### src/rtl/simmem_pkg.sv
// Shared types and constants for the simulated memory controller.
// Holds the write-address/response bundles and the responder FSM states.
package simmem_pkg;

    localparam int IDWidth   = 6;
    localparam int AddrWidth = 32;

    localparam logic [1:0] RspOkay = 2'b00;

    typedef struct packed {
        logic [IDWidth-1:0]   id;
        logic [AddrWidth-1:0] addr;
        logic [7:0]           len;
        logic [2:0]           size;
        logic [1:0]           burst;
    } waddr_t;

    typedef struct packed {
        logic [IDWidth-1:0] id;
        logic [1:0]         rsp;
    } wresp_t;

    typedef enum logic [1:0] {
        WrespIdle = 2'd0,
        WrespWait = 2'd1,
        WrespResp = 2'd2
    } wresp_state_e;

endpackage

### src/rtl/simmem_id_fifo.sv
// Circular ID FIFO with valid/ready on both sides and no push bypass.
// Storage is not reset; only pointers and count are.
module simmem_id_fifo #(
    parameter int Depth = 8,
    parameter int Width = 6
) (
    input  logic                       clk_i,
    input  logic                       rst_ni,
    input  logic                       push_valid_i,
    output logic                       push_ready_o,
    input  logic [Width-1:0]           push_data_i,
    output logic                       pop_valid_o,
    input  logic                       pop_ready_i,
    output logic [Width-1:0]           pop_data_o,
    output logic [$clog2(Depth+1)-1:0] count_o
);

    localparam int PtrW = $clog2(Depth);
    localparam int CntW = $clog2(Depth + 1);

    logic [Width-1:0] mem_q [Depth];
    logic [PtrW-1:0]  wptr_q, wptr_d;
    logic [PtrW-1:0]  rptr_q, rptr_d;
    logic [CntW-1:0]  count_q, count_d;
    logic             push_hs;
    logic             pop_hs;

    assign push_ready_o = (count_q != CntW'(Depth));
    assign pop_valid_o  = (count_q != '0);
    assign pop_data_o   = mem_q[rptr_q];
    assign count_o      = count_q;
    assign push_hs      = push_valid_i & push_ready_o;
    assign pop_hs       = pop_valid_o & pop_ready_i;

    // Advance pointers with explicit wrap and track occupancy.
    always_comb begin
        wptr_d  = wptr_q;
        rptr_d  = rptr_q;
        count_d = count_q;
        if (push_hs) begin
            wptr_d = (wptr_q == PtrW'(Depth - 1)) ? '0 : wptr_q + PtrW'(1);
        end
        if (pop_hs) begin
            rptr_d = (rptr_q == PtrW'(Depth - 1)) ? '0 : rptr_q + PtrW'(1);
        end
        unique case ({push_hs, pop_hs})
            2'b10:   count_d = count_q + CntW'(1);
            2'b01:   count_d = count_q - CntW'(1);
            default: count_d = count_q;
        endcase
    end

    // Pointer and occupancy registers.
    always_ff @(posedge clk_i or negedge rst_ni) begin
        if (!rst_ni) begin
            wptr_q  <= '0;
            rptr_q  <= '0;
            count_q <= '0;
        end else begin
            wptr_q  <= wptr_d;
            rptr_q  <= rptr_d;
            count_q <= count_d;
        end
    end

    // Entry storage, written only on an accepted push.
    always_ff @(posedge clk_i) begin
        if (push_hs) begin
            mem_q[wptr_q] <= push_data_i;
        end
    end

endmodule

### src/rtl/simmem_wresp_responder.sv
// Write-response responder: queues write IDs and answers each one in
// order, a fixed latency after it reaches the head of the queue.
module simmem_wresp_responder
    import simmem_pkg::*;
#(
    parameter int QueueDepth  = 8,
    parameter int RespLatency = 4
) (
    input  logic   clk_i,
    input  logic   rst_ni,
    input  logic   waddr_in_valid_i,
    output logic   waddr_in_ready_o,
    input  waddr_t waddr_data_i,
    output logic   wresp_out_valid_o,
    input  logic   wresp_out_ready_i,
    output wresp_t wresp_data_o
);

    localparam int CntW = $clog2(QueueDepth + 1);
    localparam int DlyW = $clog2(RespLatency + 1);

    localparam logic [DlyW-1:0] DlyLoad = DlyW'(RespLatency - 1);
    localparam wresp_state_e ArmState =
        (RespLatency == 1) ? WrespResp : WrespWait;

    wresp_state_e       state_q, state_d;
    logic [DlyW-1:0]    dly_q, dly_d;
    logic               head_valid;
    logic               head_ready;
    logic [IDWidth-1:0] head_id;
    logic [CntW-1:0]    count;
    logic [CntW-1:0]    count_after;
    logic               push_hs;
    logic               pop_hs;
    logic               unused_waddr;

    assign unused_waddr = ^{waddr_data_i.addr, waddr_data_i.len,
                            waddr_data_i.size, waddr_data_i.burst};

    simmem_id_fifo #(
        .Depth (QueueDepth),
        .Width (IDWidth)
    ) u_id_fifo (
        .clk_i        (clk_i),
        .rst_ni       (rst_ni),
        .push_valid_i (waddr_in_valid_i),
        .push_ready_o (waddr_in_ready_o),
        .push_data_i  (waddr_data_i.id),
        .pop_valid_o  (head_valid),
        .pop_ready_i  (head_ready),
        .pop_data_o   (head_id),
        .count_o      (count)
    );

    assign wresp_out_valid_o = (state_q == WrespResp) & head_valid;
    assign head_ready        = (state_q == WrespResp) & wresp_out_ready_i;
    assign push_hs           = waddr_in_valid_i & waddr_in_ready_o;
    assign pop_hs            = wresp_out_valid_o & wresp_out_ready_i;

    // Occupancy as it will be after this cycle's handshakes.
    always_comb begin
        count_after = count;
        unique case ({push_hs, pop_hs})
            2'b10:   count_after = count + CntW'(1);
            2'b01:   count_after = count - CntW'(1);
            default: count_after = count;
        endcase
    end

    // Response payload; zero outside RESP so stale storage never leaks.
    always_comb begin
        wresp_data_o = '0;
        if (wresp_out_valid_o) begin
            wresp_data_o.id  = head_id;
            wresp_data_o.rsp = RspOkay;
        end
    end

    // Head FSM: arm the latency countdown, present, then re-arm or idle.
    always_comb begin
        state_d = state_q;
        dly_d   = dly_q;
        unique case (state_q)
            WrespIdle: begin
                if (push_hs) begin
                    state_d = ArmState;
                    dly_d   = DlyLoad;
                end
            end
            WrespWait: begin
                if (dly_q <= DlyW'(1)) begin
                    state_d = WrespResp;
                    dly_d   = '0;
                end else begin
                    dly_d = dly_q - DlyW'(1);
                end
            end
            WrespResp: begin
                if (pop_hs) begin
                    if (count_after != '0) begin
                        state_d = ArmState;
                        dly_d   = DlyLoad;
                    end else begin
                        state_d = WrespIdle;
                        dly_d   = '0;
                    end
                end
            end
            default: begin
                state_d = WrespIdle;
                dly_d   = '0;
            end
        endcase
    end

    // FSM state and delay counter registers.
    always_ff @(posedge clk_i or negedge rst_ni) begin
        if (!rst_ni) begin
            state_q <= WrespIdle;
            dly_q   <= '0;
        end else begin
            state_q <= state_d;
            dly_q   <= dly_d;
        end
    end

endmodule
### config.mk
export PLATFORM = sky130hd
export DESIGN_NAME = simmem_wresp_responder
export DESIGN_NICKNAME = d
export VERILOG_FILES = /design/src/rtl/simmem_pkg.sv /design/src/rtl/simmem_id_fifo.sv /design/src/rtl/simmem_wresp_responder.sv
export SDC_FILE = /design/constraint.sdc
export NUM_CORES = 1
export LEC_CHECK = 0
export CELL_PAD_IN_SITES_DETAIL_PLACEMENT = 1
export CELL_PAD_IN_SITES_GLOBAL_PLACEMENT = 2
export CORE_ASPECT_RATIO = 0.7
export CORE_MARGIN = 3
export CORE_UTILIZATION = 45
export CTS_CLUSTER_DIAMETER = 40
export DETAILED_ROUTE_END_ITERATION = 10
export DONT_BUFFER_PORTS = 1
export PLACE_DENSITY_LB_ADDON = 0.1
export SYNTH_ARGS = -nofsm -noshare
export SYNTH_HDL_FRONTEND = slang
export SYNTH_HIERARCHICAL = 1
export SYNTH_SLANG_ARGS = --single-unit
### constraint.sdc
create_clock -name clk_i -period 8.75 [get_ports clk_i]
set_clock_uncertainty 0.15 [all_clocks]
set_input_delay 2.625 -clock clk_i [delete_from_list [all_inputs] [get_ports clk_i]]
set_output_delay 2.625 -clock clk_i [all_outputs]
set_load 0.02 [all_outputs]
Yosys cells after proc, flatten, opt, wreduce, memory -nomap -nowiden
Memory sizes are Yosys's and may differ from the RTL's. Cells that the tools add are included.

Logic and storage cells: 52. Bits in registers: 15. Memories kept: 1. Bits of input ports: 55. Output and inout bits: 10. Bits in writable memories: 48.

Memory list: u_id_fifo.mem_q (depth 8, width 6, rd ports 1, clocked after memory_dff 0, wr ports 1, RTL line simmem_id_fifo.sv:21) `logic [Width-1:0] mem_q [Depth];`.

$add $sub $neg: 5. Order comparisons: 1. Reduce and logical (&&, ||, !) cells: 6. Bitwise logic cells: 5. Eq/ne operators: 12. Multiplexer cells: 17.

Operators with widths (number): 4-bit case mux with 2 select lines (2); 3-bit 2-to-1 mux (5); 3-bit case mux with 3 select lines (1); 2-bit 2-to-1 mux (4); 8-bit 2-to-1 mux (1); 4-bit nonzero test (2); 3-bit by 1-bit adder with 3-bit output, second input constant (2); 2-bit by 1-bit equality test with 1-bit output, second input constant (3); 2-bit equality test, second input constant (3); 3-bit equality test, second input constant (2); 2-bit inequality test, second input constant (3); 2-bit case mux with 3 select lines (1); 1-bit bitwise AND (5); 4-bit by 1-bit adder with 4-bit output, second input constant (1); 4-bit inequality test, second input constant (1); 4-bit by 1-bit subtractor with 4-bit output, second input constant (1); 3-bit by 1-bit less-or-equal comparator with 1-bit output, second input constant (1); 1-bit 2-to-1 mux (3); 3-bit AND reduction (1); 3-bit by 1-bit subtractor with 3-bit output, second input constant (1); 2-bit logical NOT (1); 2-bit AND reduction (1); 2-bit nonzero test (1).

Longest topological paths before layout
Depth in word-level cells: 9. Depth in mapped cells: 10. Gate-level depth less buffers: 9.

Modules after synthesis
Netlist, hierarchy kept.

Modules (own cells, without submodules): simmem_id_fifo (seq. area each 1691.6 um2, times used 1, cells each 136, area each 2547.4 um2); simmem_wresp_responder (seq. area each 125.1 um2, times used 1, cells each 72, area each 581.8 um2).

Worst setup path before layout
No wires, ideal clock.

Path kind: in2reg. From: input wresp_out_ready_i. To: register u_id_fifo.count_q[3], in the netlist u_id_fifo/count_o[3]. Data arrival time: 4.334 ns. Cell stages on the path: 8. Buffers on the path: 0. Setup time: 0.134 ns. Data required time: 8.466 ns. Path slack: 4.133 ns. Path through: and2_1 > nand2_1 > inv_1 > ha_1 > ha_1 > or4b_2 > o311ai_0 > o211ai_1.

Longest elaborated chain between the ends: 4. Elaborated cells on any way between the ends: 6. Classes of those cells: eq/ne: 2; mux: 1; bitwise: 2; reduce/logical: 1.

RTL lines: start, declared (RTL line simmem_wresp_responder.sv:15) `input logic wresp_out_ready_i,`; 1-bit bitwise AND (*) (RTL line simmem_wresp_responder.sv:56) `assign head_ready = (state_q == WrespResp) & wresp_out_ready_i;`; 1-bit bitwise AND (*) (RTL line simmem_id_fifo.sv:33) `assign pop_hs = pop_valid_o & pop_ready_i;`; named net u_id_fifo.pop_hs (RTL line simmem_id_fifo.sv:26) `logic pop_hs;`; 2-bit by 1-bit equality test with 1-bit output / 2-bit equality test (equally long branches) (RTL line simmem_id_fifo.sv:46) `unique case ({push_hs, pop_hs})`; 4-bit case mux with 2 select lines / 2-bit nonzero test (equally long branches); end signal, assigned (RTL line simmem_id_fifo.sv:62) `count_q <= count_d;`; end, declared (RTL line simmem_id_fifo.sv:24) `logic [CntW-1:0] count_q, count_d;`.

The timed path passes the listed nets; every way through them passes the cells marked *. A chain may end at the register's enable or synchronous reset.

==> out/metrics.cfg <==
[run_status]
status = completed

[finish]
final_nets = 279
antennaDiodeCount = 0
area_delta_synth_final_pct = 7.72
drive_gt1_share_pct = 17.1

[clocking]
cts_post_setup_buffers_inserted = 0
cts_root_buffer = clkbuf_8
clock_sinks = 63
cts_made_buffers = 9
cts_tree = done
cts-resized-gates = 0
cts.htree.levels = 3
cts-hold-fix-buffers = 0
cts_buffer_depth = 2
clock_latency_ns = 0.33
path_clk_slew_ns = 0.08

[timing]
min_period_ns = 5.10
slew-limit-headroom_pct = 16.4
worst_pin_slew_ns = 1.24
rsz0062_at_grt = no
finalMaxSlewViolations = 0
hold_viol = 0
fmax_ghz = 0.196
tns_ns = 0
finalCritPeriodShare_pct = 58.3
final-setup-viol-count = 0

[worst_setup_path]
crit_arrival_ns = 2.33
crit_family = multiplexers
slowest_delay_ns = 0.80
cp_cell_sequence = mux4_1 > mux2_2 > and3_1
critical_path_class = reg -> out
slowest_stage = dfrtp_1
crit_path_start_kind = register
critPathMaxFanout = 15
path_buf_inv = 0
end_kind = primary output
cp.required_ns = 5.98

[min_path]
hold_path_class = reg -> reg

[synth]
synth-edff-count = 48
synth_area_leader_cell = edfxtp_1
syn_avg_cell_area_um2 = 15.0
synth_area_leaders = edfxtp_1, dfrtp_1, mux4_1
synth_ff_type = edfxtp_1
synthCells = 208
ys_seq_elements = 63
synthArstFlopShare_pct = 23.8
synth.distinct_cells = 48
ys_seq_area_share_pct = 58.1
synth_warnings = 6
syn_area_mm2 = 0.00313
yosysTopAreaCellShare_pct = 46.1

[routing]
wirelength_mm = 6.35
wire_per_inst_um = 20.6
dr.pass1.iters = 4
drc = 0
via_per_inst = 5.66
drtIter0Drc = 62
antenna_left = 0
num_vias = 1743

[placement]
dp_hpwl_mm = 4.50
gp_congestion = 0.732
port_buffers = 0

[global_routing]
first_global_vias = 1879
grt_pass1_wl_mm = 10.1
antenna_found_initial = 0
grt_use_total_pct = 17.3
grt_start_max_net_pins = 16
overflow = 0

[power_and_ir_drop]
powerDensity_mw_per_mm2 = 313
p_total_mw = 1.06
leakage_nw = 1.22
ir_drop_uv = 132

[floorplan]
die_area_mm2 = 0.00801
die_x_um = 106
io_pins = 65
coreArea_mm2 = 0.00649
row_count = 24
die_h_um = 75.8
start_util_pct = 48.2

[flow_run]
drv_cap = 0

-- flip-flops by register name, indices dropped and copies added, names as in the netlist --
name and cells:
u_id_fifo/wptr_q 3, state_q 2, u_id_fifo/rptr_q 3, u_id_fifo/mem_q 48, u_id_fifo/count_o 4, dly_q 3
-- synth_stat cells, types with 4 or more instances --
cell type and number:
nor2_1 10, dfrtp_1 15, mux2_2 14, mux4_1 12, edfxtp_1 48, a21oi_1 4, nor3_1 6, and3_1 7
ha_1 11, inv_1 7, nand2_1 9, o211ai_1 5, o21ai_0 4, nand2b_1 7
-- layout by cell type (no fill, tap or decap), types with 2 or more instances in the layout --
cell	synthesis	layout
nand3_1	3	3
and2_1	2	2
nand3b_1	2	2
xor2_1	3	3
and3_1	7	7
dfrtp_1	15	15
nor3_1	6	6
clkbuf_8	0	9
a21oi_1	4	4
nand2_1	9	9
inv_1	7	7
nand4bb_1	2	2
nand2b_1	7	7
o211ai_1	5	5
xnor2_1	2	2
nor2_1	10	10
edfxtp_1	48	48
inv_6	0	2
mux2_2	14	14
a211oi_1	2	2
clkinvlp_4	0	4
mux4_1	12	12
ha_1	11	11
nor3b_1	3	3
conb_1	1	2
nor2b_1	2	2
o21ai_0	4	4
-- power by group --
part / switching [mW] / internal [mW]
Sequential: 0.0949 / 0.392
Combinational: 0.169 / 0.177
Clock: 0.118 / 0.105
-- logic make-up after synthesis --
kind of cell	synth area share, %
buf+inv	2.84
xor+xnor	1.40
mux	15.4
compound gates	5.96
flops	58.1
simple gates	11.2
other cells	0.120
fa+ha+maj	5.04
-- final timing paths --
kind,depth (start not counted),slack (ns),startpoint,end
worst max-delay path,3,3.65,u_id_fifo/rptr_q[0]$_DFFE_PN0P_,wresp_data_o[2]
worst min-delay path,1,0.37,dly_q[2]$_DFFE_PN0P_,state_q[1]$_DFFE_PN0P_
worst max register to register,9,5.32,state_q[0]$_DFFE_PN0P_,u_id_fifo/count_o[3]$_DFFE_PN0P_
worst min register to register,1,0.37,dly_q[2]$_DFFE_PN0P_,state_q[1]$_DFFE_PN0P_
max in group asynchronous,0,6.54,rst_ni,dly_q[2]$_DFFE_PN0P_
min in group asynchronous,0,1.83,rst_ni,state_q[0]$_DFFE_PN0P_
-- routing by layer --
| metal | global-route usage (%) | share of wire (%) |
|---|---|---|
| met1 | 21.5 | 47 |
| met5 | 0 | 0 |
| met3 | 5.76 | 3.4 |
| met4 | 4.74 | 0.87 |
| met2 | 29.9 | 49 |
-- through the flow --
stage               setup slack (ns)  area (um^2)  instances  hold WS [ns]  utilization (%)
detailed placement              3.93         3190        292         0.373             49.2
global placement                4.02         3190        292         0.364             49.2
CTS                             3.61         3370        308         0.382             52.0
finish                          3.65         3370        308         0.375             52.0
floorplan                       4.13         3130        209         0.334                -
global route                    3.52         3370        308         0.399             52.0
-- worst reg2reg max path, stage by stage, from the launching register on --
cell      delay [ns]
dfrtp_1         0.45
nor2b_1         0.69
and2_1          0.23
nand2_1         0.13
inv_1           0.09
ha_1            0.32
ha_1            0.36
or4b_2          0.65
o311ai_0        0.12
o211ai_1        0.12
-- area by class of cell --
type,instances,area [um^2]
Tap cell,91,114
Clock inverter,7,56.3
Clock buffer,9,124
Sequential cell,63,1820
Fill cell,653,3120
Inverter,7,26.3
Multi-Input combinational cell,131,1230
No activity file was read; power rests on OpenSTA's default activity.
